==> src/rtl/vga_ctrl_pipe.sv <==
// ============================================================================
// Module      : vga_ctrl_pipe
// Description : Parametrised VGA timing generator on a pixel-clock enable.
//               It issues fetch coordinates ahead of display and delays the
//               sync, enable and marker flags to meet the returned pixel.
// Revision    : 1.0 - initial release
// ============================================================================
`default_nettype none

module vga_ctrl_pipe #(
  parameter int   H_ACTIVE  = 640,
  parameter int   H_FP      = 16,
  parameter int   H_SYNC    = 96,
  parameter int   H_BP      = 48,
  parameter int   V_ACTIVE  = 480,
  parameter int   V_FP      = 10,
  parameter int   V_SYNC    = 2,
  parameter int   V_BP      = 33,
  parameter logic HS_POL    = 1'b0,
  parameter logic VS_POL    = 1'b0,
  parameter int   FETCH_LAT = 0,
  parameter int   COLOR_W   = 12,
  parameter int   CNT_W     = 10
) (
  input  logic               clk,
  input  logic               rst,
  input  logic               pix_ce,
  input  logic [COLOR_W-1:0] pixel,
  output logic [CNT_W-1:0]   pix_x,
  output logic [CNT_W-1:0]   pix_y,
  output logic               pix_req,
  output logic               hs,
  output logic               vs,
  output logic               de,
  output logic [COLOR_W-1:0] rgb,
  output logic               frame_start,
  output logic               line_start
);

  localparam int c_h_total = H_ACTIVE + H_FP + H_SYNC + H_BP;
  localparam int c_v_total = V_ACTIVE + V_FP + V_SYNC + V_BP;

  localparam logic [CNT_W-1:0] c_h_last   = CNT_W'(c_h_total - 1);
  localparam logic [CNT_W-1:0] c_v_last   = CNT_W'(c_v_total - 1);
  localparam logic [CNT_W-1:0] c_h_act    = CNT_W'(H_ACTIVE);
  localparam logic [CNT_W-1:0] c_v_act    = CNT_W'(V_ACTIVE);
  localparam logic [CNT_W-1:0] c_hs_begin = CNT_W'(H_ACTIVE + H_FP);
  localparam logic [CNT_W-1:0] c_hs_end   = CNT_W'(H_ACTIVE + H_FP + H_SYNC);
  localparam logic [CNT_W-1:0] c_vs_begin = CNT_W'(V_ACTIVE + V_FP);
  localparam logic [CNT_W-1:0] c_vs_end   = CNT_W'(V_ACTIVE + V_FP + V_SYNC);

  // Flags that travel alongside a coordinate until its pixel returns.
  typedef struct packed {
    logic hs;
    logic vs;
    logic de;
    logic first_px;
    logic first_col;
  } flags_t;

  logic [CNT_W-1:0] r_h_cnt;
  logic [CNT_W-1:0] r_v_cnt;
  flags_t           r_pipe [FETCH_LAT+1];

  logic   w_h_wrap;
  logic   w_v_wrap;
  flags_t w_flags;
  flags_t w_last;

  always_comb begin
    w_h_wrap           = (r_h_cnt == c_h_last);
    w_v_wrap           = (r_v_cnt == c_v_last);
    w_flags.de         = (r_h_cnt < c_h_act) && (r_v_cnt < c_v_act);
    w_flags.hs         = (r_h_cnt >= c_hs_begin) && (r_h_cnt < c_hs_end);
    w_flags.vs         = (r_v_cnt >= c_vs_begin) && (r_v_cnt < c_vs_end);
    w_flags.first_px   = (r_h_cnt == '0) && (r_v_cnt == '0);
    w_flags.first_col  = (r_h_cnt == '0) && (r_v_cnt < c_v_act);
    w_last             = r_pipe[FETCH_LAT];
  end

  always_ff @(posedge clk) begin
    if (rst) begin
      r_h_cnt     <= '0;
      r_v_cnt     <= '0;
      pix_x       <= '0;
      pix_y       <= '0;
      pix_req     <= 1'b0;
      hs          <= ~HS_POL;
      vs          <= ~VS_POL;
      de          <= 1'b0;
      rgb         <= '0;
      frame_start <= 1'b0;
      line_start  <= 1'b0;
      for (int i = 0; i <= FETCH_LAT; i++) begin
        r_pipe[i] <= '0;
      end
    end else begin
      // Markers are single-clk pulses even when pix_ce stays high.
      frame_start <= 1'b0;
      line_start  <= 1'b0;
      if (pix_ce) begin
        r_h_cnt <= w_h_wrap ? '0 : r_h_cnt + CNT_W'(1);
        if (w_h_wrap) begin
          r_v_cnt <= w_v_wrap ? '0 : r_v_cnt + CNT_W'(1);
        end

        pix_x   <= r_h_cnt;
        pix_y   <= r_v_cnt;
        pix_req <= w_flags.de;

        r_pipe[0] <= w_flags;
        for (int i = 1; i <= FETCH_LAT; i++) begin
          r_pipe[i] <= r_pipe[i-1];
        end

        hs          <= w_last.hs ? HS_POL : ~HS_POL;
        vs          <= w_last.vs ? VS_POL : ~VS_POL;
        de          <= w_last.de;
        rgb         <= w_last.de ? pixel : '0;
        frame_start <= w_last.first_px;
        line_start  <= w_last.first_col;
      end
    end
  end

endmodule

`default_nettype wire

==> config.mk <==
export PLATFORM = sky130hd
export DESIGN_NAME = vga_ctrl_pipe
export DESIGN_NICKNAME = d
export VERILOG_FILES = /design/src/rtl/vga_ctrl_pipe.sv
export SDC_FILE = /design/constraint.sdc
export NUM_CORES = 1
export LEC_CHECK = 0
export ABC_AREA = 1
export CAP_MARGIN = 20
export CORE_UTILIZATION = 45
export DETAILED_ROUTE_END_ITERATION = 7
export PLACE_DENSITY = 0.75
export SYNTH_ARGS = -nofsm -noshare
export SYNTH_HDL_FRONTEND = slang
export SYNTH_SLANG_ARGS = --single-unit
==> constraint.sdc <==
create_clock -name clk -period 1.5 [get_ports clk]
set_clock_uncertainty 0.15 [all_clocks]
set_input_delay 0.3 -clock clk [delete_from_list [all_inputs] [get_ports clk]]
set_output_delay 0.3 -clock clk [all_outputs]
set_load 0.01 [all_outputs]
* Word-level counts from Yosys, hierarchy flattened
Memory sizes are Yosys's and may differ from the RTL's.
Cells that the tools add are included.
** Word-level totals
- Bits in registers :: 58
- RAM bits :: 5
- Bits of input ports :: 15
- Output and inout port bits :: 38
- Logic and storage cells :: 45
- Memories kept :: 1
** Operators by class
- Add/subtract/negate cells :: 2
- Magnitude comparators :: 6
- Eq/ne operators :: 2
- Mux-type cells :: 12
- Bitwise logic cells :: 1
- Reductions and logical operators :: 10
** Memories
- r_pipe :: words 1, bits a word 5, read ports 1, clocked after Yosys merged registers in 0, wr ports 1, line 63 : flags_t r_pipe [FETCH_LAT+1];
** Operator list (number)
- adder 10 x 1 -> 10 bit (second input constant) :: 2
- == test 10 bit (second input constant) :: 2
- zero test 10 bit :: 2
- < comparator 10 bit (second input constant) :: 2
- < comparator 10 x 9 -> 1 bit (second input constant) :: 2
- two-way mux 10 bit :: 2
- two-way mux 12 bit :: 1
- >= comparator 10 bit (second input constant) :: 1
- >= comparator 10 x 9 -> 1 bit (second input constant) :: 1
- two-way mux 1 bit :: 8
- logical AND 1 bit :: 5
- two-way mux 5 bit :: 1
- OR reduction 5 bit :: 1
- AND reduction 2 bit :: 1
- OR reduction 2 bit :: 1
- NOT 1 bit :: 1

* Logic depth before layout (Yosys ltp)
- Depth after elaboration :: 5
- Depth in mapped cells :: 9
- Mapped depth without buffers :: 9

* Least setup slack after synthesis
No wires, ideal clock.
- Path kind :: register -> register
- From :: reg r_h_cnt[0]
- To :: reg r_v_cnt[9]
- Setup time :: 0.113 ns
- Arrival time :: 1.220 ns
- Required time :: 1.237 ns
- Path slack :: 0.018 ns
- Cell stages (with the launch flop) :: 10
- Clock period less this slack :: 1.482 ns
- Cells stage by stage :: dfxtp_1 > ha_1 > nand2_2 > nor2_4 > nand2_4 > nor2_4 > buf_6 > nand3_1 > nor2_1 > nor2_1
** On the way
- Cells in the longest elaborated chain, start to end :: 2
** RTL lines
- start: declaration :: line 61 : logic [CNT_W-1:0] r_h_cnt;
- start signal: assignment :: line 102 : r_h_cnt <= w_h_wrap ? '0 : r_h_cnt + CNT_W'(1);
- == test 10 bit :: line 71 : w_h_wrap = (r_h_cnt == c_h_last);
- AND reduction 2 bit (no line)
- end signal: assignment :: line 104 : r_v_cnt <= w_v_wrap ? '0 : r_v_cnt + CNT_W'(1);
- end: declaration :: line 62 : logic [CNT_W-1:0] r_v_cnt;
No other way between the ends.
A chain may end at the register's enable or synchronous reset.

* Final worst setup path
- From :: reg r_h_cnt[1]
- To :: reg r_v_cnt[6]
Same word-level chain as after synthesis.

==> results.md <==
- I/O Pins: 53
- CTS Sinks: between 60 and 70
- FF-to-FF Start: r_h_cnt[1]
- Cells after DPL: 460
- Maxcap violations: 0
- Detailed-route wire length: 6.44 mm
- Vias in the first global route: 2,241
- Antenna violations before repair: 0
- Cts bufs inserted: 9
- Power density cells: between 800 and 900 nW/um^2
- Synthesized cell area: 2570 um^2
- Pint: about 2.5 mW
- PortBufs: 52
- First-pass iteration count of the detailed router: 4
- Antenna cells: 0
- Final setup viols: 7
- Data required time of the worst path: between 1500 and 2000 ps
- Post-route setup slack: -51.8 ps
- Worst path max stage delay: 380 ps
- Area Growth Syn to Fin: 45.0%
- Critical path class: flip-flop to flip-flop
- Drt wl/cell: 13.4 um
- Core box area: 5510 um^2
- Peak VDD IR: between 0.5 and 0.6 mV
- Sw Pwr: 0.829 mW
- Clk_lat worst skew: about 340 ps
- Slew @ Worst Pin: 410 ps
- Fin util: 67.6%
- Syn. warnings: 0
- Synth cell types: 31
- P_leak: 1.66 nW
- Die area: 6010 um^2
- Post-synthesis sequential area ratio: 51.1%
- Post-synthesis instance total: 312
- Hold Crit Class: flip-flop to flip-flop
- Syn Nets: 332
- Via density: 5.05
- Vias: 2,429
- Clk network pwr share: between 40% and 50%
- Max Slew Vio Count: 0
- Setup slack, reg-to-reg: -50 ps
- Hold path startpoint: r_pipe[0][3]
- Startpoint Class: flip-flop
- Hold slack: 272 ps
- Final critical-path share of the clock period: 103%
- Number of routed nets with antenna violations: 0
- Die width: 77.5 um
- Unrepaired setup endpoints after global routing: true
- Worst R2R End: r_v_cnt[6]
- CTS root buf: clkbuf_8
- Layout cell share with drive strength beyond 1: 24.2%
- Die Height: 77.5 um
- Clock Path Buffers: 2
- R2R cell count: 10
- Tmin final: 1550 ps
- CP Max Fanout: 6
- Failing checks: setup timing
- Hold Path End: vs
- GRT Util Overall: about 22%
- Sequential share of power: between 50% and 60%
- Switching fraction of total power: between 20% and 30%
- H-tree depth: 3
- Slowest cell on the critical path: dfxtp_4
- Initial Utilization: between 40% and 50%
- Avg Inst Size Synth: ~8.2 um^2
- Outcome: complete, but fails checks
- Relative slew slack: between 70 and 80%
- Largest net degree at the start of global routing: 22
- Placer Congestion: between 0.8 and 0.9
- Critical Path, Cell by Cell: ha_4 > nand2_4 > nor2_4 > nand2_4 > nor2_4 > buf_12 > buf_6 > nand2_2 > nand2_2 > a21oi_2
- WHS Path Cells: 1
- GRT overflow: 0
- Fmax: 0.644 GHz
- Worst EP arrival: 1640 ps
- Final Non-Filler Cells: between 400 and 500
- Worst-path clk slew: 80 ps
- FF+latch count, synth: 63
- Hold Vio Cnt, Final: 0
- Gate power share: around 7.0%
- HPWL Detailed: 4.43 mm
- DRC: 0
- Worst setup EP type: flip-flop
- CTS tree: yes
- Site row count: 27
- Final net count: 424
- First-pass GRT wire length: 10.4 mm
- Initial DRC Count: 114
- Pwr Total: 3.32 mW
- CTS Hold Bufs: 0
-- power groups by stage --
stage	sequential, mW	clock, mW	combinational [mW]
global route	1.76	1.45	0.252
global placement	1.79	0	0.223
CTS	1.75	1.35	0.216
floorplan	1.79	0	0.0905
finish	1.75	1.34	0.232
detailed placement	1.79	0	0.225
-- layout make-up --
cell class	instances	area [um^2]
fill	448	1790
inverter	30	113
clock inverter	6	46.3
tap	72	90.1
timing repair buffer	91	811
clock buffer	10	138
sequential	63	1320
multi-input combinational	209	1200
-- layer usage --
| metal | GRT usage, % | part of all wire, % | vias to the layer above |
|---|---|---|---|
| met5 | 0 | 0 | - |
| li1 | - | - | 1217 |
| met2 | 35.1 | 47 | 82 |
| met4 | 9.25 | 1.6 | 0 |
| met1 | 28.2 | 45 | 1118 |
| met3 | 6.59 | 6.9 | 12 |
-- cell usage in the layout, fill, tap and decap left out, types with 2 or more instances in the layout --
| cell type | instances |
|---|---|
| nor2_4 | 4 |
| buf_6 | 2 |
| nand3_2 | 3 |
| clkinv_4 | 3 |
| a22o_1 | 3 |
| nand3_1 | 13 |
| dfxtp_2 | 5 |
| o21ai_0 | 20 |
| clkdlybuf4s50_1 | 14 |
| xor2_1 | 3 |
| nand2_2 | 11 |
| nand2_1 | 56 |
| clkinvlp_4 | 2 |
| nor2_1 | 39 |
| inv_2 | 2 |
| buf_4 | 34 |
| nor3_1 | 4 |
| edfxtp_1 | 5 |
| nor2_2 | 7 |
| ha_1 | 3 |
| dlygate4sd2_1 | 38 |
| inv_1 | 28 |
| nand2_4 | 6 |
| a21oi_1 | 9 |
| a32o_1 | 12 |
| dfxtp_1 | 52 |
| nand4_1 | 5 |
| clkbuf_8 | 10 |
-- how the worst max path moves through the flow --
stage	startpoint	to	cells after the start
2_1_floorplan	r_h_cnt[0]	r_v_cnt[9]	9
3_3_place_gp	pix_ce	r_v_cnt[7]	8
3_5_place_dp	pix_ce	r_v_cnt[7]	8
4_1_cts	r_h_cnt[1]	r_v_cnt[2]	9
5_1_grt	r_h_cnt[1]	r_v_cnt[7]	10
6_report	r_h_cnt[1]	r_v_cnt[6]	10
-- flip-flops by register name (all words and copies together) (netlist names) --
register,cells
de,1
frame_start,1
hs,1
line_start,1
pix_req,1
pix_x,10
pix_y,10
r_h_cnt,10
r_pipe,5
r_v_cnt,10
rgb,12
vs,1
-- worst max-delay path: cells and delay by family, from the launching register on --
family	cells	cell delay, ps
AO/OA/AOI/OAI	1	50
adder cells (fa/ha/maj)	1	150
buffers and inverters	2	240
flip-flops	1	380
AND/OR/NAND/NOR	6	480
-- synthesized netlist by cell type --
cell type  number  area share [%]
nand2_1        67             9.8
dfxtp_1        58              45
nor2_1         48             7.0
inv_1          28             4.1
o21ai_0        20             3.9
nand3_1        16             3.1
a32o_1         12             4.7
a21oi_1         9             1.8
buf_2           5            0.97
edfxtp_1        5             5.9
ha_1            5             2.4
nand2_2         5             1.2
nand4_1         5             1.2
nor3_1          4            0.78
a22o_1          3             1.0
buf_4           3            0.88
xor2_1          3             1.0
inv_2           2            0.29
nor2_4          2            0.88
a211oi_1        1            0.29
a21oi_2         1            0.34
and2_1          1            0.24
buf_6           1            0.44
clkbuf_1        1            0.15
nand2_4         1            0.44
nand3_2         1            0.39
nand3b_1        1            0.29
nor4_2          1            0.49
o21ai_1         1            0.19
o21bai_1        1            0.29
o22ai_1         1            0.24
-- kinds of logic after synthesis --
family | Yosys count | share of synthesized area [%]
simple gates | 152 | 25.9
flops | 63 | 51.1
compound gates | 49 | 12.7
buf+inv | 40 | 6.83
fa+ha+maj | 5 | 2.44
xor+xnor | 3 | 1.02
-- per-stage QoR --
stage                     setup WS [ps]  cell area, um^2  setup TNS, ps
after floorplan                    17.6             2570              0
after global placement             -327             3370         -15920
after detailed placement           -378             3370         -16210
after CTS                          7.35             3570              0
after global routing               -100             3720          -1160
final                             -51.8             3720           -149
-- what timing repair did --
item | 4_1_cts | 5_1_grt
setup endpoints to repair | 53 | 17
hold endpoints to repair | 0 | 0
pin swaps | 3 | 12
gates resized for setup | 48 | 34
buffers inserted | 3 | 2
gates cloned | 0 | 1
Note: power is estimated with default switching activity, not from simulation.
